**src/rtl/simd_pkg.sv**
```systemverilog
// rtl/simd_pkg.sv - shared SIMD lane defaults, accumulator FSM state and packed-lane type
//
// Holds the lane geometry shared with the SIMD adder stage, the state encoding
// of the lane accumulator frame FSM, and a packed-lane view of the adder bus.
package simd_pkg;

    localparam int LANES_DEF  = 4;
    localparam int LANE_W_DEF = 8;

    typedef enum logic [1:0] {
        IDLE  = 2'd0,
        ACCUM = 2'd1,
        DONE  = 2'd2
    } acc_state_e;

    // Packed view of the adder output: element i is byte lane i.
    typedef logic [LANES_DEF-1:0][LANE_W_DEF-1:0] lane_vec_t;

endpackage

```
**src/rtl/simd_lane_acc.sv**
```systemverilog
// rtl/simd_lane_acc.sv - one lane accumulator with sticky overflow and wrap/saturate adder
//
// Optional build macro: SIMD_ACC_SAT_EN (saturating accumulate; wrap when undefined).
//
// Ports:
//   clk      input   clock, rising edge
//   reset    input   asynchronous active-high reset
//   clr_i    input   synchronous clear of accumulator and overflow flag
//   add_en_i input   add lane_i into the accumulator this cycle
//   lane_i   input   LANE_W-bit lane value, zero-extended before the add
//   acc_o    output  ACC_W-bit registered accumulator
//   ovf_o    output  sticky overflow flag for the current frame
module simd_lane_acc
    import simd_pkg::*;
#(
    parameter int LANE_W = LANE_W_DEF,
    parameter int ACC_W  = 16
) (
    input  logic              clk,
    input  logic              reset,
    input  logic              clr_i,
    input  logic              add_en_i,
    input  logic [LANE_W-1:0] lane_i,
    output logic [ACC_W-1:0]  acc_o,
    output logic              ovf_o
);

    logic [ACC_W-1:0] acc_q, acc_d;
    logic             ovf_q, ovf_d;
    logic [ACC_W:0]   sum;

    // One extra bit so the carry out of the accumulator is observable.
    assign sum = {1'b0, acc_q} + {{(ACC_W + 1 - LANE_W){1'b0}}, lane_i};

    always_comb begin
        acc_d = acc_q;
        ovf_d = ovf_q;
        if (clr_i) begin
            acc_d = '0;
            ovf_d = 1'b0;
        end else if (add_en_i) begin
`ifdef SIMD_ACC_SAT_EN
            // Clamp at all-ones; once clamped any further non-zero add carries
            // again, so the lane stays pinned at all-ones.
            acc_d = sum[ACC_W] ? {ACC_W{1'b1}} : sum[ACC_W-1:0];
`else
            acc_d = sum[ACC_W-1:0];
`endif
            ovf_d = ovf_q | sum[ACC_W];
        end
    end

    always_ff @(posedge clk or posedge reset) begin
        if (reset) begin
            acc_q <= '0;
            ovf_q <= 1'b0;
        end else begin
            acc_q <= acc_d;
            ovf_q <= ovf_d;
        end
    end

    assign acc_o = acc_q;
    assign ovf_o = ovf_q;

endmodule

```
**src/rtl/simd_lane_accumulator.sv**
```systemverilog
// rtl/simd_lane_accumulator.sv - per-lane frame accumulator behind the packed SIMD adder
//
// Optional build macro: SIMD_ACC_SAT_EN (saturating lane accumulate; wrap when undefined).
//
// Ports:
//   clk        input   clock, rising edge
//   reset      input   asynchronous active-high reset, clears all state
//   clear      input   synchronous frame abort, priority over all but reset
//   in_valid   input   in_sum holds a beat
//   in_ready   output  block can accept a beat
//   in_sum     input   LANES*LANE_W packed lane sums, lane i at [i*LANE_W +: LANE_W]
//   out_valid  output  out_acc/out_ovf hold a completed frame
//   out_ready  input   consumer takes the frame
//   out_acc    output  LANES*ACC_W packed accumulators, lane i at [i*ACC_W +: ACC_W]
//   out_ovf    output  LANES sticky per-lane overflow flags
module simd_lane_accumulator
    import simd_pkg::*;
#(
    parameter int LANES  = LANES_DEF,
    parameter int LANE_W = LANE_W_DEF,
    parameter int ACC_W  = 16,   // must exceed LANE_W
    parameter int BEATS  = 4     // must be at least 1
) (
    input  logic                    clk,
    input  logic                    reset,
    input  logic                    clear,
    input  logic                    in_valid,
    output logic                    in_ready,
    input  logic [LANES*LANE_W-1:0] in_sum,
    output logic                    out_valid,
    input  logic                    out_ready,
    output logic [LANES*ACC_W-1:0]  out_acc,
    output logic [LANES-1:0]        out_ovf
);

    localparam int               CNT_W    = $clog2(BEATS + 1);
    localparam logic [CNT_W-1:0] LAST_CNT = CNT_W'(BEATS - 1);

    acc_state_e       state_q;
    logic [CNT_W-1:0] cnt_q;
    logic             out_valid_q;
    logic             in_ready_q;

    logic accept;
    logic handshake;
    logic lane_clr;

    // A beat in the clear cycle is dropped; in_ready_q is low in DONE, so no
    // beat can slip in during the output handshake.
    assign accept    = in_valid && in_ready_q && !clear;
    assign handshake = out_valid_q && out_ready;
    assign lane_clr  = clear || handshake;

    always_ff @(posedge clk or posedge reset) begin
        if (reset) begin
            state_q     <= IDLE;
            cnt_q       <= '0;
            out_valid_q <= 1'b0;
            in_ready_q  <= 1'b1;
        end else if (clear) begin
            state_q     <= IDLE;
            cnt_q       <= '0;
            out_valid_q <= 1'b0;
            in_ready_q  <= 1'b1;
        end else begin
            case (state_q)
                IDLE, ACCUM: begin
                    if (accept) begin
                        cnt_q <= cnt_q + 1'b1;
                        if (cnt_q == LAST_CNT) begin
                            state_q     <= DONE;
                            out_valid_q <= 1'b1;
                            in_ready_q  <= 1'b0;
                        end else begin
                            state_q <= ACCUM;
                        end
                    end
                end
                DONE: begin
                    if (out_ready) begin
                        state_q     <= IDLE;
                        cnt_q       <= '0;
                        out_valid_q <= 1'b0;
                        in_ready_q  <= 1'b1;
                    end
                end
                default: begin
                    state_q     <= IDLE;
                    cnt_q       <= '0;
                    out_valid_q <= 1'b0;
                    in_ready_q  <= 1'b1;
                end
            endcase
        end
    end

    for (genvar i = 0; i < LANES; i++) begin : g_lane
        simd_lane_acc #(
            .LANE_W (LANE_W),
            .ACC_W  (ACC_W)
        ) u_lane (
            .clk      (clk),
            .reset    (reset),
            .clr_i    (lane_clr),
            .add_en_i (accept),
            .lane_i   (in_sum[i*LANE_W +: LANE_W]),
            .acc_o    (out_acc[i*ACC_W +: ACC_W]),
            .ovf_o    (out_ovf[i])
        );
    end

    assign in_ready  = in_ready_q;
    assign out_valid = out_valid_q;

endmodule

```
**config.mk**
```make
export PLATFORM = sky130hd
export DESIGN_NAME = simd_lane_accumulator
export DESIGN_NICKNAME = d
export VERILOG_FILES = /design/src/rtl/simd_pkg.sv /design/src/rtl/simd_lane_acc.sv /design/src/rtl/simd_lane_accumulator.sv
export SDC_FILE = /design/constraint.sdc
export NUM_CORES = 1
export LEC_CHECK = 0
export ABC_AREA = 1
export CAP_MARGIN = 10
export CORE_ASPECT_RATIO = 1.2
export CORE_UTILIZATION = 50
export DETAILED_ROUTE_END_ITERATION = 6
export GPL_TIMING_DRIVEN = 1
export PLACE_DENSITY = 0.8
export REMOVE_ABC_BUFFERS = 1
export SLEW_MARGIN = 20
export SYNTH_ARGS = -nofsm -noshare
export SYNTH_HDL_FRONTEND = slang
export SYNTH_SLANG_ARGS = --single-unit
```
**constraint.sdc**
```tcl
create_clock -name clk -period 3 [get_ports clk]
set_input_delay 0.9 -clock clk [delete_from_list [all_inputs] [get_ports clk]]
set_output_delay 0.9 -clock clk [all_outputs]
set_load 0.1 [all_outputs]
```
==> results.env <==
CRIT_PATH_CELL_TRACE='clkdlybuf4s50_1 > ha_1 > inv_1 > fa_1 > inv_1 > nand2_1 > o21ai_0 > nand3_1 > nand2_1 > nand3_1 > nand2_1 > nor2_1'
TIMING_MAX_TRANSITION_VIOLATIONS_FINAL=0
FIN_CRIT_SHARE_PCT=88.7
ANTENNADIODECOUNT=0
SYNTHCELLS=771
STD_CELL_ROWS=40
POSTSYNTHREGISTERBITS=75
IO_PINS=107
CRIT_SLOWEST_CELL='sky130_fd_sc_hd__clkdlybuf4s50_1'
CELL_AREA_SYNTH_SQ_UM=5280
GRT_PASS1_VIAS=5081
FINALCOREUTILIZATION_PCT=64.7
LEAST_SETUP_SLACK_ACROSS_ALL_PATHS_AFTER_LAYOUT_PS=338
GPL.FINAL_WEIGHTED_CONGESTION=0.927
CAP_VIOLATIONS=0
WORST_IR_DROP_VDD_V=0.000501
GRT.OVERFLOW.TOTAL=0
POSTCTSSETUPBUFFERS=0
CP_COMMON_CELL='sky130_fd_sc_hd__nand2_1'
SYNTH.YOSYS.SEQ_AREA_SHARE_PCT=35.6
CRIT_REQUIRED_PS=3230
PATH_MAX_FANOUT=3
SYNTHMOSTINSTANTIATEDCELL='sky130_fd_sc_hd__nand2_1'
SYNTH.TOP_CELL.AREA_SHARE_PCT=35.1
SETUP_VIOL=0
SYNTH.DISTINCT_CELLS=31
FLOORPLAN.INITIALDENSITY_PCT=51.9
PLACE.PORT_BUFFERS=106
WL_MICRONS=13500
WORST_SLEW_MARGIN_RELATIVE_TO_ITS_LIMIT_PCT=73.1
GRT_ANTENNA_BEFORE_REPAIR=0
CHIPHEIGHT_MICRONS=115
CTS_INSERTED_BUFFERS=9
GRT_PASS1_WL_MICRONS=22300
WORST_SLEW_PIN_SLEW_PS=402
TIMING.CLOCK.SKEW_PS=6.05
TRITONCTS='built'
ROUTE.VIAS.TOTAL=5376
NUMBER_OF_ITERATIONS_IN_THE_FIRST_DETAILED_ROUTING_PASS=5
ANTENNA_VIOLATING_NETS_POST_ROUTE=0
CTS-ROOT-BUF='sky130_fd_sc_hd__clkbuf_16'
HTREEDEPTH=3
NUMCLOCKSINKS=75
DP.CELLS=997
TIMING.CRITICAL_PATH.TO_TYPE='flop'
CLOCK.FMAX_GHz=0.376
WORST_PATH_LARGEST_CELL_DELAY_PS=460
FIN_TNS_SETUP_PS=0
GRT_SETUP_UNREPAIRED='false'
GROUTE.USAGE.OVERALL_PCT=25.8
MIN_PATH_TYPE='flop to flop'
SYNTH.CELLS.MOST_FREQUENT='sky130_fd_sc_hd__nand2_1, sky130_fd_sc_hd__nor2_1, sky130_fd_sc_hd__nand3_1, sky130_fd_sc_hd__inv_1, sky130_fd_sc_hd__dfrtp_1'
FINAL_LAYOUT_NET_COUNT=957
FINAL.FILL_COUNT=912
FLOORPLAN.DIE.WIDTH_MICRONS=95.8
HOLD_VIOL=0
DRIVE_ABOVE_1_SHARE_PCT=13.0
DPL.HPWL_MICRONS=10200
MAX-CLOCK-PATH-BUFFERS=2
LIBRARY_CELL_OCCUPYING_THE_MOST_AREA_IN_THE_POST_SYNTHESIS_NETLIST='sky130_fd_sc_hd__dfrtp_1'
FINAL.MIN_CLOCK_PERIOD_PS=2660
FIN_HOLD_WS_PS=497
CRITPATHKIND='primary input to flop'
DPL_WORST_SLACK_PS=96.0
CTS_REPAIR_RESIZE_COUNT=0
OUTCOME='complete, no violations'
STATIC_LEAKAGE_POWER_nW=3.49
DRT-VIAS-PER-INSTANCE=5.31
AREA_GROWTH_PCT=24.6
POST_ROUTE_INSTS_NO_FILL=1013
POST_DRT_WL_PER_CELL_MICRONS=13.3
FP.COREAREA_SQ_UM=10200
ASYNC_S_R_FF_SHARE_SYNTH_PCT=100
DIE-AREA_SQ_UM=11000
SYNTHESIS.YOSYS.WARNINGS=0
POWER_DENSITY_nW_PER_UM2=617
WORST_SETUP_PATH_START_KIND='primary input'
CTS.REPORTEDPATHS.CLKPINSLEW_PS=60
ROUTE.DETAILED.DRC=0
POSTCTSHOLDBUFS=0
SYNTH.TOP_CELLS.BY_AREA='sky130_fd_sc_hd__dfrtp_1, sky130_fd_sc_hd__nand2_1, sky130_fd_sc_hd__nand3_1'
CLK_LATENCY_PS=340
CP_DATA_ARRIVAL_TIME_PS=2890
SYNTH_EDF_COUNT=0
GRT_MAX_DEGREE=61
DRT_ITER0_DRC=262
POSTSYNTH.TOPFLOPCELL='sky130_fd_sc_hd__dfrtp_1'
SYN_AVG_CELL_AREA_SQ_UM=6.84
-- layout make-up --
| cell class | instances | area, sq um | area share (%) |
|---|---|---|---|
| clock inverters | 2 | 10.0 | 0.152 |
| multi-input cells | 591 | 2950 | 44.9 |
| well taps | 126 | 158 | 2.40 |
| inverters | 88 | 330 | 5.02 |
| repair buffers | 117 | 981 | 14.9 |
| clock buffers | 14 | 264 | 4.02 |
| flip-flops and latches | 75 | 1880 | 28.6 |
-- cells in the final DEF, fill, tap and decap left out, types with 3 or more instances in the layout --
master and instances:
sky130_fd_sc_hd__a22o_1 4, sky130_fd_sc_hd__nand3_2 3, sky130_fd_sc_hd__a21o_1 5, sky130_fd_sc_hd__clkbuf_16 9, sky130_fd_sc_hd__dfrtp_1 74, sky130_fd_sc_hd__or2_2 5
sky130_fd_sc_hd__nand2_2 3, sky130_fd_sc_hd__nand3_1 86, sky130_fd_sc_hd__clkbuf_1 3, sky130_fd_sc_hd__a21oi_1 45, sky130_fd_sc_hd__xor2_1 3, sky130_fd_sc_hd__buf_4 80
sky130_fd_sc_hd__o21ai_0 18, sky130_fd_sc_hd__fa_1 4, sky130_fd_sc_hd__clkdlybuf4s50_1 36, sky130_fd_sc_hd__nor3_1 3, sky130_fd_sc_hd__nand4_1 4, sky130_fd_sc_hd__ha_1 34
sky130_fd_sc_hd__nand3b_1 4, sky130_fd_sc_hd__o22ai_1 4, sky130_fd_sc_hd__inv_1 84, sky130_fd_sc_hd__o21ai_1 6, sky130_fd_sc_hd__inv_2 4, sky130_fd_sc_hd__nor2_1 100
sky130_fd_sc_hd__nand2_1 251
-- state kept, by name, summed over array words and instances (netlist names) --
name and count:
state_q 2, g_lane.u_lane.acc_o 64, in_ready 1, out_valid 1
cnt_q 3, g_lane.u_lane.ovf_o 4
-- metal layers --
layer	wire, microns	global-route usage, %	vias to the layer above
met1	5820	31.6	2487
met4	239	9.95	0
li1	-	-	2695
met2	6680	45.2	169
met5	0	0	-
met3	740	3.45	25
-- report_power, final --
group / switching (W) / internal [W]
logic: 0.00132 / 0.000477
registers: 0.000108 / 0.00112
clock network: 0.000426 / 0.000604
total: 0.00185 / 0.00220
-- per-stage QoR --
stage / total power [W] / area (sq um)
2_1_floorplan: 0.00260 / 5160
3_3_place_gp: 0.00300 / 6300
3_5_place_dp: 0.00303 / 6300
4_1_cts: 0.00407 / 6580
5_1_grt: 0.00427 / 6580
6_report: 0.00406 / 6580
-- critical path, delay by kind of cell --
| family | cells | cell delay [ps] |
|---|---|---|
| buf+inv | 3 | 610 |
| fa+ha+maj | 2 | 570 |
| simple gates | 6 | 490 |
| compound gates | 1 | 320 |
-- kinds of logic after synthesis --
group	synth area share, %
DFF	35.6
adders and majority gates	9.58
and+or+nand+nor	36.6
AOI/OAI and AO/OA	9.34
xor gates and xnor gates	0.498
buffers and inverters	8.42
-- worst paths after layout --
kind,start,to,slack (ps),cells after the start
worst min-delay path,cnt_q[2],cnt_q[2],500,2
max in group asynchronous,reset,in_ready,1450,3
worst min register to register,cnt_q[2],cnt_q[2],500,2
worst max register to register,g_lane[0].u_lane.acc_o[0],g_lane[0].u_lane.acc_o[12],970,11
min in group asynchronous,reset,g_lane[2].u_lane.acc_o[14],870,2
worst max-delay path,in_sum[0],g_lane[0].u_lane.acc_o[12],340,12
No activity file was read; power rests on OpenSTA's default activity.
